`src/rtl/prbs_sym_gen.sv`:
```
// Parametrised Fibonacci LFSR producing SYM_BITS-wide PRBS symbols, with
// runtime seed load and a period counter that flags each return to the seed.
module prbs_sym_gen #(
  parameter int             N        = 22,
  parameter logic [N-1:0]   TAPS     = 22'h300000,
  parameter int             SYM_BITS = 2,
  parameter logic [N-1:0]   SEED_DEF = 22'h000001
) (
  input  logic                clk,
  input  logic                reset,
  input  logic                clk_en,
  input  logic                load,
  input  logic [N-1:0]        seed_in,
  output logic [N-1:0]        state_out,
  output logic [SYM_BITS-1:0] sym_out,
  output logic [N-1:0]        sym_count,
  output logic                last_sym,
  output logic                wrap,
  output logic                wrap_seen
);

  localparam logic [N-1:0] ONE      = {{(N-1){1'b0}}, 1'b1};
  localparam logic [N-1:0] SEED_RST = (SEED_DEF == '0) ? ONE : SEED_DEF;

  logic [N-1:0] state;
  logic [N-1:0] seed_reg;
  logic [N-1:0] nxt;
  logic [N-1:0] seed_safe;

  // SYM_BITS chained single shifts, all within one clock
  always_comb begin
    nxt = state;
    for (int i = 0; i < SYM_BITS; i++) begin
      nxt = {nxt[N-2:0], ^(nxt & TAPS)};
    end
  end

  // an all-zero seed would lock the LFSR, so it is replaced by 1
  assign seed_safe = (seed_in == '0) ? ONE : seed_in;
  assign last_sym  = (nxt == seed_reg);

  always_ff @(posedge clk or posedge reset) begin
    if (reset) begin
      state     <= SEED_RST;
      seed_reg  <= SEED_RST;
      sym_count <= '0;
      wrap      <= 1'b0;
      wrap_seen <= 1'b0;
    end else if (load) begin
      state     <= seed_safe;
      seed_reg  <= seed_safe;
      sym_count <= '0;
      wrap      <= 1'b0;
      wrap_seen <= 1'b0;
    end else if (clk_en) begin
      state <= nxt;
      if (last_sym) begin
        sym_count <= '0;
        wrap      <= 1'b1;
        wrap_seen <= 1'b1;
      end else begin
        sym_count <= sym_count + ONE;
        wrap      <= 1'b0;
      end
    end else begin
      wrap <= 1'b0;
    end
  end

  assign state_out = state;
  assign sym_out   = state[N-1 -: SYM_BITS];

endmodule
```
`config.mk`:
```
export PLATFORM = sky130hd
export DESIGN_NAME = prbs_sym_gen
export DESIGN_NICKNAME = d
export VERILOG_FILES = /design/src/rtl/prbs_sym_gen.sv
export SDC_FILE = /design/constraint.sdc
export NUM_CORES = 1
export LEC_CHECK = 0
export BUFFER_PORTS_ARGS = -buffer_cell sky130_fd_sc_hd__buf_2
export CAP_MARGIN = 20
export CORE_ASPECT_RATIO = 1.25
export CORE_MARGIN = 2
export CORE_UTILIZATION = 44
export CTS_CLUSTER_SIZE = 25
export DETAILED_ROUTE_END_ITERATION = 16
export GPL_ROUTABILITY_DRIVEN = 0
export HOLD_SLACK_MARGIN = 0.05
export PLACE_DENSITY = 0.7
export SETUP_SLACK_MARGIN = 0.15
export SLEW_MARGIN = 10
export SYNTH_ARGS = -nofsm -noshare
export SYNTH_HDL_FRONTEND = slang
export SYNTH_SLANG_ARGS = --single-unit
```
`constraint.sdc`:
```
create_clock -name clk -period 2.2 [get_ports clk]
set_clock_uncertainty 0.15 [all_clocks]
set_input_delay 0.44 -clock clk [delete_from_list [all_inputs] [get_ports clk]]
set_output_delay 0.44 -clock clk [all_outputs]
set_load 0.01 [all_outputs]
```
==> reports/qor.yml, run 1 <==
outcome:
  run_status: "finished, violations left"
  violations: "negative setup slack"
sta:
  fin_crit_ps: 2511
  grt_setup_unrepaired: "true"
  tns_ps: -310.8
  hold_violations: 0
  setup_viol_count_final: 1
  tightest_slew_ps: 563.6
  timing.final.crit_share_pct: 114.1
  clock.fmax_mhz: 398.3
  setup_slack_ps: -310.8
  slew_viol_final: 0
  max_slew_margin_pct: 62.35
synthesis:
  postSynthCellCount: 333
  synth-edff-count: 0
  async_flop_share_pct: 100.0
  netlist_area_mm2: 0.003237
  netlist_top_cells_area: "dfrtp_1, xor2_1, o21ai_0"
  yosysWarnings: 0
  syn_area_per_cell_um2: 9.720
  synth_seq_cells: 68
  yosysTopAreaCellShare_pct: 51.02
  synth_flop_cell: "dfrtp_1"
  synth_area_leader_cell: "dfrtp_1"
  ys_types: 36
  yosysMostFrequentCell: "dfrtp_1"
  synth_seq_area_share_pct: 52.65
  synthesis.nets: 360
  yosys-top-cells-count: "dfrtp_1, nor2_1, o21ai_0, xor2_1, nand2_1"
power:
  combPwrFrac_pct: 17.8
  pwr-share-clk_pct: 35.2
  ir_drop_uv: 380.6
  p_switching_w: 0.0008377
  power_density_mw_per_mm2: 678.1
  p_leak_nw: 2.176
  swShare_pct: 27.99
  p_int_w: 0.002156
  finalPower_w: 0.002993
  p_seq_share_pct: 46.9
floorplanning:
  die_h_um: 99.90
  die_w_um: 80.72
  initial_core_util_pct: 45.84
  io_pins: 75
  die_area_mm2: 0.008063
  core_mm2: 0.007062
  rows: 34
drt:
  first_pass_iters: 4
  vias: 2876
  wl_per_cell_um: 16.08
  drtAntennaViolNets: 0
  viasPerCell: 5.277
  drt_first_iter_violations: 125
  drcViolationCount: 0
  routed_wl_um: 8761
cells_and_area:
  seq_area_mm2: 0.001705
  drive_gt1_share_pct: 36.92
  n_antenna_cell: 0
  fin_util_pct: 62.51
  fillCellCount: 620
  final_cells: 545
  synthToLayoutAreaGrowth_pct: 36.37
  fin_nets: 477
  multi_input_area_mm2: 0.001489
worst_setup_path:
  worstSetupPathType: "flop to output pin"
  required_ps: 1610
  cp.arrival_ps: 1920
  worst_setup_path_start_kind: "flop"
  cp_max_fo: 2
  end_kind: "output pin"
clock_tree:
  cts_buffers: 9
  tritoncts: "yes"
  cts_root_buffer: "clkbuf_8"
  clockBufferDepth: 2
  clock-sinks: 68
  clkTransAtPathRegs_ps: 70
  h-tree-depth: 3
  clk-insertion-delay-late_ps: 340
global_routing:
  grt_max_degree: 32
  gr-total-overflow: 0
  grt_pass1_wl_um: 13900
  grt_usage_pct: 22.91
  grt_antenna_before_repair: 0
  grt_pass1_vias: 2801
placed_design:
  portBuffers: 74
  dp_hpwl_um: 6126
  dp.cells: 516
run:
  maxCapViolCount: 0
min_path:
  hp-class: "input pin to flop"
layout make-up:
type	instances	area share (%)
Clock inverter	4	1.077
Timing Repair Buffer	121	18.28
Multi-Input combinational cell	225	33.73
Clock buffer	12	3.515
Sequential cell	68	38.63
Inverter	25	2.211
Tap cell	90	2.551
worst max-delay path, stage by stage (launching register included):
cell	delay, ps
dfstp_2	550
xor2_1	70
nor4_1	270
nand2_1	130
or3_4	400
inv_2	60
buf_6	90
path summary, 6_finish.rpt:
| check | cells after the start | end | slack, ps | start |
|---|---|---|---|---|
| setup reg to reg | 10 | sym_count[11] | 10 | seed_reg[10] |
| min in group asynchronous | 3 | seed_reg[8] | 550 | reset |
| setup / recovery | 6 | last_sym | -310 | state_out[0] |
| hold reg to reg | 2 | seed_reg[0] | 350 | seed_reg[0] |
| hold / removal | 3 | seed_reg[13] | 190 | seed_in[13] |
| max in group asynchronous | 4 | state_out[19] | 800 | reset |
per-stage QoR:
stage | instance area, um^2 | hold slack (ps) | worst slack [ps]
after floorplan | 3247 | 321.1 | 72.07
after global placement | 3936 | 345.7 | 11.61
after detailed placement | 3936 | 341.7 | -22.22
after CTS | 4224 | 179.0 | -319.8
after global routing | 4414 | 198.2 | -379.4
final | 4414 | 195.0 | -310.8
cell usage in the layout (no fill, tap or decap), drive strengths merged, types with 2 or more instances in the layout:
master,instances
nor2,43
clkinvlp,2
a22o,2
dfrtp,66
clkinv,3
nor3,2
inv,23
buf,118
nand2,26
and3,5
o21ai,38
nor4,13
xnor2,7
dfstp,2
a21oi,16
clkbuf,14
nand4,6
nand3,8
xor2,36
and4,2
mux2i,8
logic make-up (layout without fill, tap and decap cells):
family	Yosys count	after routing	share of synthesized area [%]
DFF	68	68	52.65
buffers and inverters	40	162	5.180
adders and majority gates	1	1	0.3865
AOI/OAI and AO/OA	65	65	11.75
muxes	9	9	2.822
xor gates and xnor gates	43	43	11.64
and+or+nand+nor	107	107	15.58
per-layer routing:
layer / routed length [um] / vias up / GRT usage [%] / part of all wire (%)
met5: 0 / - / 0 / 0
met3: 486 / 21 / 3.777 / 5.5
met4: 303 / 0 / 11.08 / 3.5
met2: 4311 / 103 / 37.24 / 49
li1: - / 1356 / - / -
met1: 3660 / 1396 / 29.65 / 42
power groups by stage:
stage          Sequential [W]  Combinational (W)  Clock, W
6_report              0.00141           0.000534   0.00105
5_1_grt               0.00142           0.000586   0.00113
4_1_cts               0.00141           0.000507   0.00107
3_5_place_dp          0.00143           0.000487         0
3_3_place_gp          0.00142           0.000483         0
2_1_floorplan         0.00145           0.000224         0
timing repair:
action	CTS	global route
hold endpoints to repair	19	0
resized for setup	4	34
setup buffers	2	7
endpoints found under the setup margin	23	23
pin swaps	5	13
hold buffers	1	0
gates cloned	2	1
Note: power is estimated with default switching activity, not from simulation.
==> inputs of run 2 (changes only) <==
- CORE_UTILIZATION: 44 -> 48
- PLACE_DENSITY: 0.7 -> 0.75
- SKIP_LAST_GASP: not set -> 1
- TNS_END_PERCENT: not set -> 50
==> reports/qor.yml, run 2 (same netlist as run 1, synthesis figures left out) <==
sta:
  hold_ws_ps: 182.6
  grt_setup_unrepaired: "true"
  max_slew_margin_pct: 69.35
  setup_slack_ps: -394.1
  tightest_slew_ps: 458.7
  hold_violations: 0
  clock.fmax_mhz: 385.5
  slew_viol_final: 0
  timing.final.crit_share_pct: 117.9
  fin_crit_ps: 2594
  setup_viol_count_final: 20
worst_setup_path:
  ff2ff_setup_slack_ps: -170
  cp.arrival_ps: 2000
  worstSetupPathType: "flop to output pin"
  required_ps: 1610
  rr_worst_depth: 10
  end_kind: "output pin"
  reg2reg_from: "state_out[19]"
  critical-path-slowest-cell: "dfrtp_1"
  endpoint: "last_sym"
  cp_max_fo: 2
  path_cells: "xor2_1 -> nor4_2 -> nand4_1 -> or3_4 -> inv_1 -> buf_2"
  r2r-end: "sym_count[14]"
  worst_setup_path_start_kind: "flop"
  cp-startpoint: "state_out[19]"
  cp_slowest_stage_delay_ps: 400
clock_tree:
  tritoncts: "yes"
  clkTransAtPathRegs_ps: 80
  clock-sinks: 68
  h-tree-depth: 3
  cts_root_buffer: "clkbuf_8"
  cts_buffers: 9
  clk-insertion-delay-late_ps: 350
  clockBufferDepth: 2
drt:
  drcViolationCount: 0
  viasPerCell: 5.513
  routed_wl_um: 8805
  vias: 2955
  wl_per_cell_um: 16.43
  drtAntennaViolNets: 0
  first_pass_iters: 5
  drt_first_iter_violations: 149
cells_and_area:
  synthToLayoutAreaGrowth_pct: 34.21
  most-common-layout-cells: "buf_2, dfrtp_1, o21ai_0, xor2_1, nor2_1"
  layout_commonest_cell: "buf_2"
  n_antenna_cell: 0
  fin_nets: 471
  drive_gt1_share_pct: 33.41
power:
  power_density_mw_per_mm2: 713.3
  p_leak_nw: 2.169
  finalPower_w: 0.003099
  ir_drop_uv: 456.9
global_routing:
  grt_max_degree: 50
  grt_pass1_vias: 2825
  grt_usage_pct: 24.18
  gr-total-overflow: 0
  grt_pass1_wl_um: 13850
  grt_antenna_before_repair: 0
outcome:
  run_status: "finished, violations left"
  violations: "negative setup slack"
placed_design:
  portBuffers: 74
  dp_hpwl_um: 6051
  place_ws_ps: -45.54
floorplanning:
  die_h_um: 95.81
  io_pins: 75
  initial_core_util_pct: 49.30
  core_mm2: 0.006565
  die_w_um: 77.45
  rows: 33
  die_area_mm2: 0.007420
min_path:
  hp-class: "input pin to flop"
run:
  maxCapViolCount: 0
## run 2: worst min path at each step
stage,from,endpoint,slack [ps],cells after the start
after floorplan,seed_reg[0],seed_reg[0],320,2
after CTS,seed_in[9],state_out[9],180,3
after global placement,reset,sym_count[4],330,2
after global routing,seed_in[12],state_out[12],200,3
after detailed placement,reset,sym_count[4],340,2
final,seed_in[9],state_out[9],180,3
## run 2: per-stage QoR
stage,std cells,util (%),area (um^2),TNS (ps)
global route,536,66.17,4344,-3649
global placement,512,59.69,3919,-4.526
CTS,531,63.67,4180,-343.2
floorplan,333,-,3241,0
detailed placement,512,59.69,3919,-45.54
finish,536,66.17,4344,-3168
## run 2: power by group
part           internal (W)  switching (W)
clock network      0.000669       0.000496
registers           0.00134      0.0000683
logic              0.000230       0.000300
## run 2: area by class of cell
cell class / instances / area [um^2]
fill: 531 / 2221
sequential: 68 / 1704
multi-input combinational: 225 / 1453
timing repair buffer: 115 / 755.7
clock buffer: 10 / 137.6
tap: 87 / 108.9
inverter: 25 / 97.59
clock inverter: 6 / 87.58
## run 2: timing repair
item                                    CTS  global route
pin swaps                                 3            11
endpoints found under the setup margin   23            25
gates resized for setup                   2            23
cloned                                    0             3
hold endpoints to repair                 19             0
setup buffers                             2             2
hold buffers                              1             0
## run 2: metal layers
layer,up-vias,wire (um),track usage (%)
met5,-,0,0
met3,19,581,3.283
met1,1423,3496,31.30
met4,0,178,11.31
met2,165,4548,40.58
li1,1348,-,-
## run 2: worst max-delay path: cells and delay by family (launching register included)
kind / cells / cell delay (ps)
buffers and inverters: 2 / 180
XOR/XNOR: 1 / 180
AND/OR/NAND/NOR: 3 / 900
flip-flops: 1 / 400
==> inputs of run 3 (changes only) <==
- PLACE_DENSITY: 0.75 -> 0.74
==> reports/qor.yml, run 3 (same netlist as run 1, synthesis figures left out) <==
outcome:
  run_status: "finished, violations left"
  violations: "negative setup slack"
sta:
  clock.fmax_mhz: 391.8
  slew_viol_final: 0
  hold_violations: 0
  hold_ws_ps: 184.5
  setup_slack_ps: -352.2
  fin_crit_ps: 2552
  tightest_slew_ps: 573.2
  grt_setup_unrepaired: "true"
  setup_viol_count_final: 20
  timing.final.crit_share_pct: 116.0
  max_slew_margin_pct: 61.71
floorplanning:
  die_area_mm2: 0.007420
  die_w_um: 77.45
  die_h_um: 95.81
  core_mm2: 0.006565
  initial_core_util_pct: 49.30
  io_pins: 75
  rows: 33
drt:
  routed_wl_um: 8493
  drcViolationCount: 0
  first_pass_iters: 4
  drtAntennaViolNets: 0
  drt_first_iter_violations: 133
  vias: 2846
  wl_per_cell_um: 15.85
  viasPerCell: 5.310
global_routing:
  gr-max-usage-layer: "met2"
  met3_usage_pct: 5.441
  grt_pass1_vias: 2815
  grt_max_degree: 29
  met1_usage_pct: 28.59
  met2_usage_pct: 39.35
  grt_pass1_wl_um: 13410
  gr-total-overflow: 0
  grt_antenna_before_repair: 0
  grt_usage_pct: 23.55
worst_setup_path:
  required_ps: 1610
  worstSetupPathType: "flop to output pin"
  ff2ff_setup_slack_ps: -140
  r2r-end: "sym_count[9]"
  worst_setup_path_start_kind: "flop"
  cp_max_fo: 2
  end_kind: "output pin"
  reg2reg_from: "state_out[19]"
  cp.arrival_ps: 1960
  rr_worst_depth: 10
run:
  maxCapViolCount: 0
power:
  power_density_mw_per_mm2: 677.1
  p_leak_nw: 2.152
  finalPower_w: 0.002916
  ir_drop_uv: 453.1
cells_and_area:
  drive_gt1_share_pct: 33.41
  layout_commonest_cell: "buf_2"
  most-common-layout-cells: "buf_2, dfrtp_1, o21ai_0, xor2_1, nor2_1"
  synthToLayoutAreaGrowth_pct: 33.05
  stdcell_area_mm2: 0.004307
  final_cells: 536
  fin_nets: 471
  n_antenna_cell: 0
min_path:
  holdCritStartpoint: "seed_in[11]"
  holdPathStages: 3
  hold_end: "seed_reg[11]"
  hp-class: "input pin to flop"
placed_design:
  dp_hpwl_um: 6094
  place_area_mm2: 0.003926
  dp.cells: 513
  portBuffers: 74
  place_ws_ps: -64.82
clock_tree:
  cts_buffers: 9
  clock-sinks: 68
  clockBufferDepth: 2
  cts_root_buffer: "clkbuf_8"
  clk-insertion-delay-late_ps: 350
  tritoncts: "yes"
  clkTransAtPathRegs_ps: 70
  h-tree-depth: 3
-- run 3: area by class of cell --
type / instances / area, um^2
Tap cell: 87 / 108.9
Clock buffer: 11 / 131.4
Inverter: 25 / 97.59
Timing Repair Buffer: 115 / 755.7
Multi-Input combinational cell: 225 / 1456
Clock inverter: 5 / 52.55
Fill cell: 545 / 2258
Sequential cell: 68 / 1704
-- run 3: what timing repair did --
item / CTS / global route
setup buffers: 1 / 2
endpoints found under the hold margin: 20 / 0
pin swaps: 2 / 10
setup endpoints to repair: 23 / 25
resized for setup: 3 / 22
hold buffers: 1 / 0
cloned: 0 / 3
-- run 3: worst max-delay path, stage by stage (launching register included) --
cell and delay [ps]:
dfrtp_1 390, xor2_1 180, nor4_2 330, nand4_1 170, or3_4 380, inv_1 60
buf_2 120
-- run 3: per-layer routing --
layer / wire, um / vias to the layer above / part of all wire [%]
met2: 4239 / 112 / 50
met5: 0 / - / 0
met1: 3472 / 1355 / 41
met4: 305 / 0 / 3.6
met3: 475 / 26 / 5.6
li1: - / 1353 / -
-- run 3: power by group --
group | internal, W | switching (W)
logic | 0.000232 | 0.000295
registers | 0.00134 | 0.0000669
clock network | 0.000518 | 0.000468
-- run 3: worst max path at each step --
stage,start,to,slack [ps],cells after the start
floorplan,state_out[19],last_sym,30,5
global placement,state_out[19],last_sym,-6,6
detailed placement,state_out[19],last_sym,-60,6
CTS,seed_reg[17],last_sym,-350,6
global route,state_out[19],last_sym,-430,6
finish,state_out[19],last_sym,-350,6
-- run 3: through the flow --
stage                     utilization [%]  TNS, ps
final                               65.60    -2604
after global routing                65.60    -4051
after CTS                           63.16   -345.0
after detailed placement            59.81   -64.82
after global placement              59.81   -5.742
after floorplan                         -        0
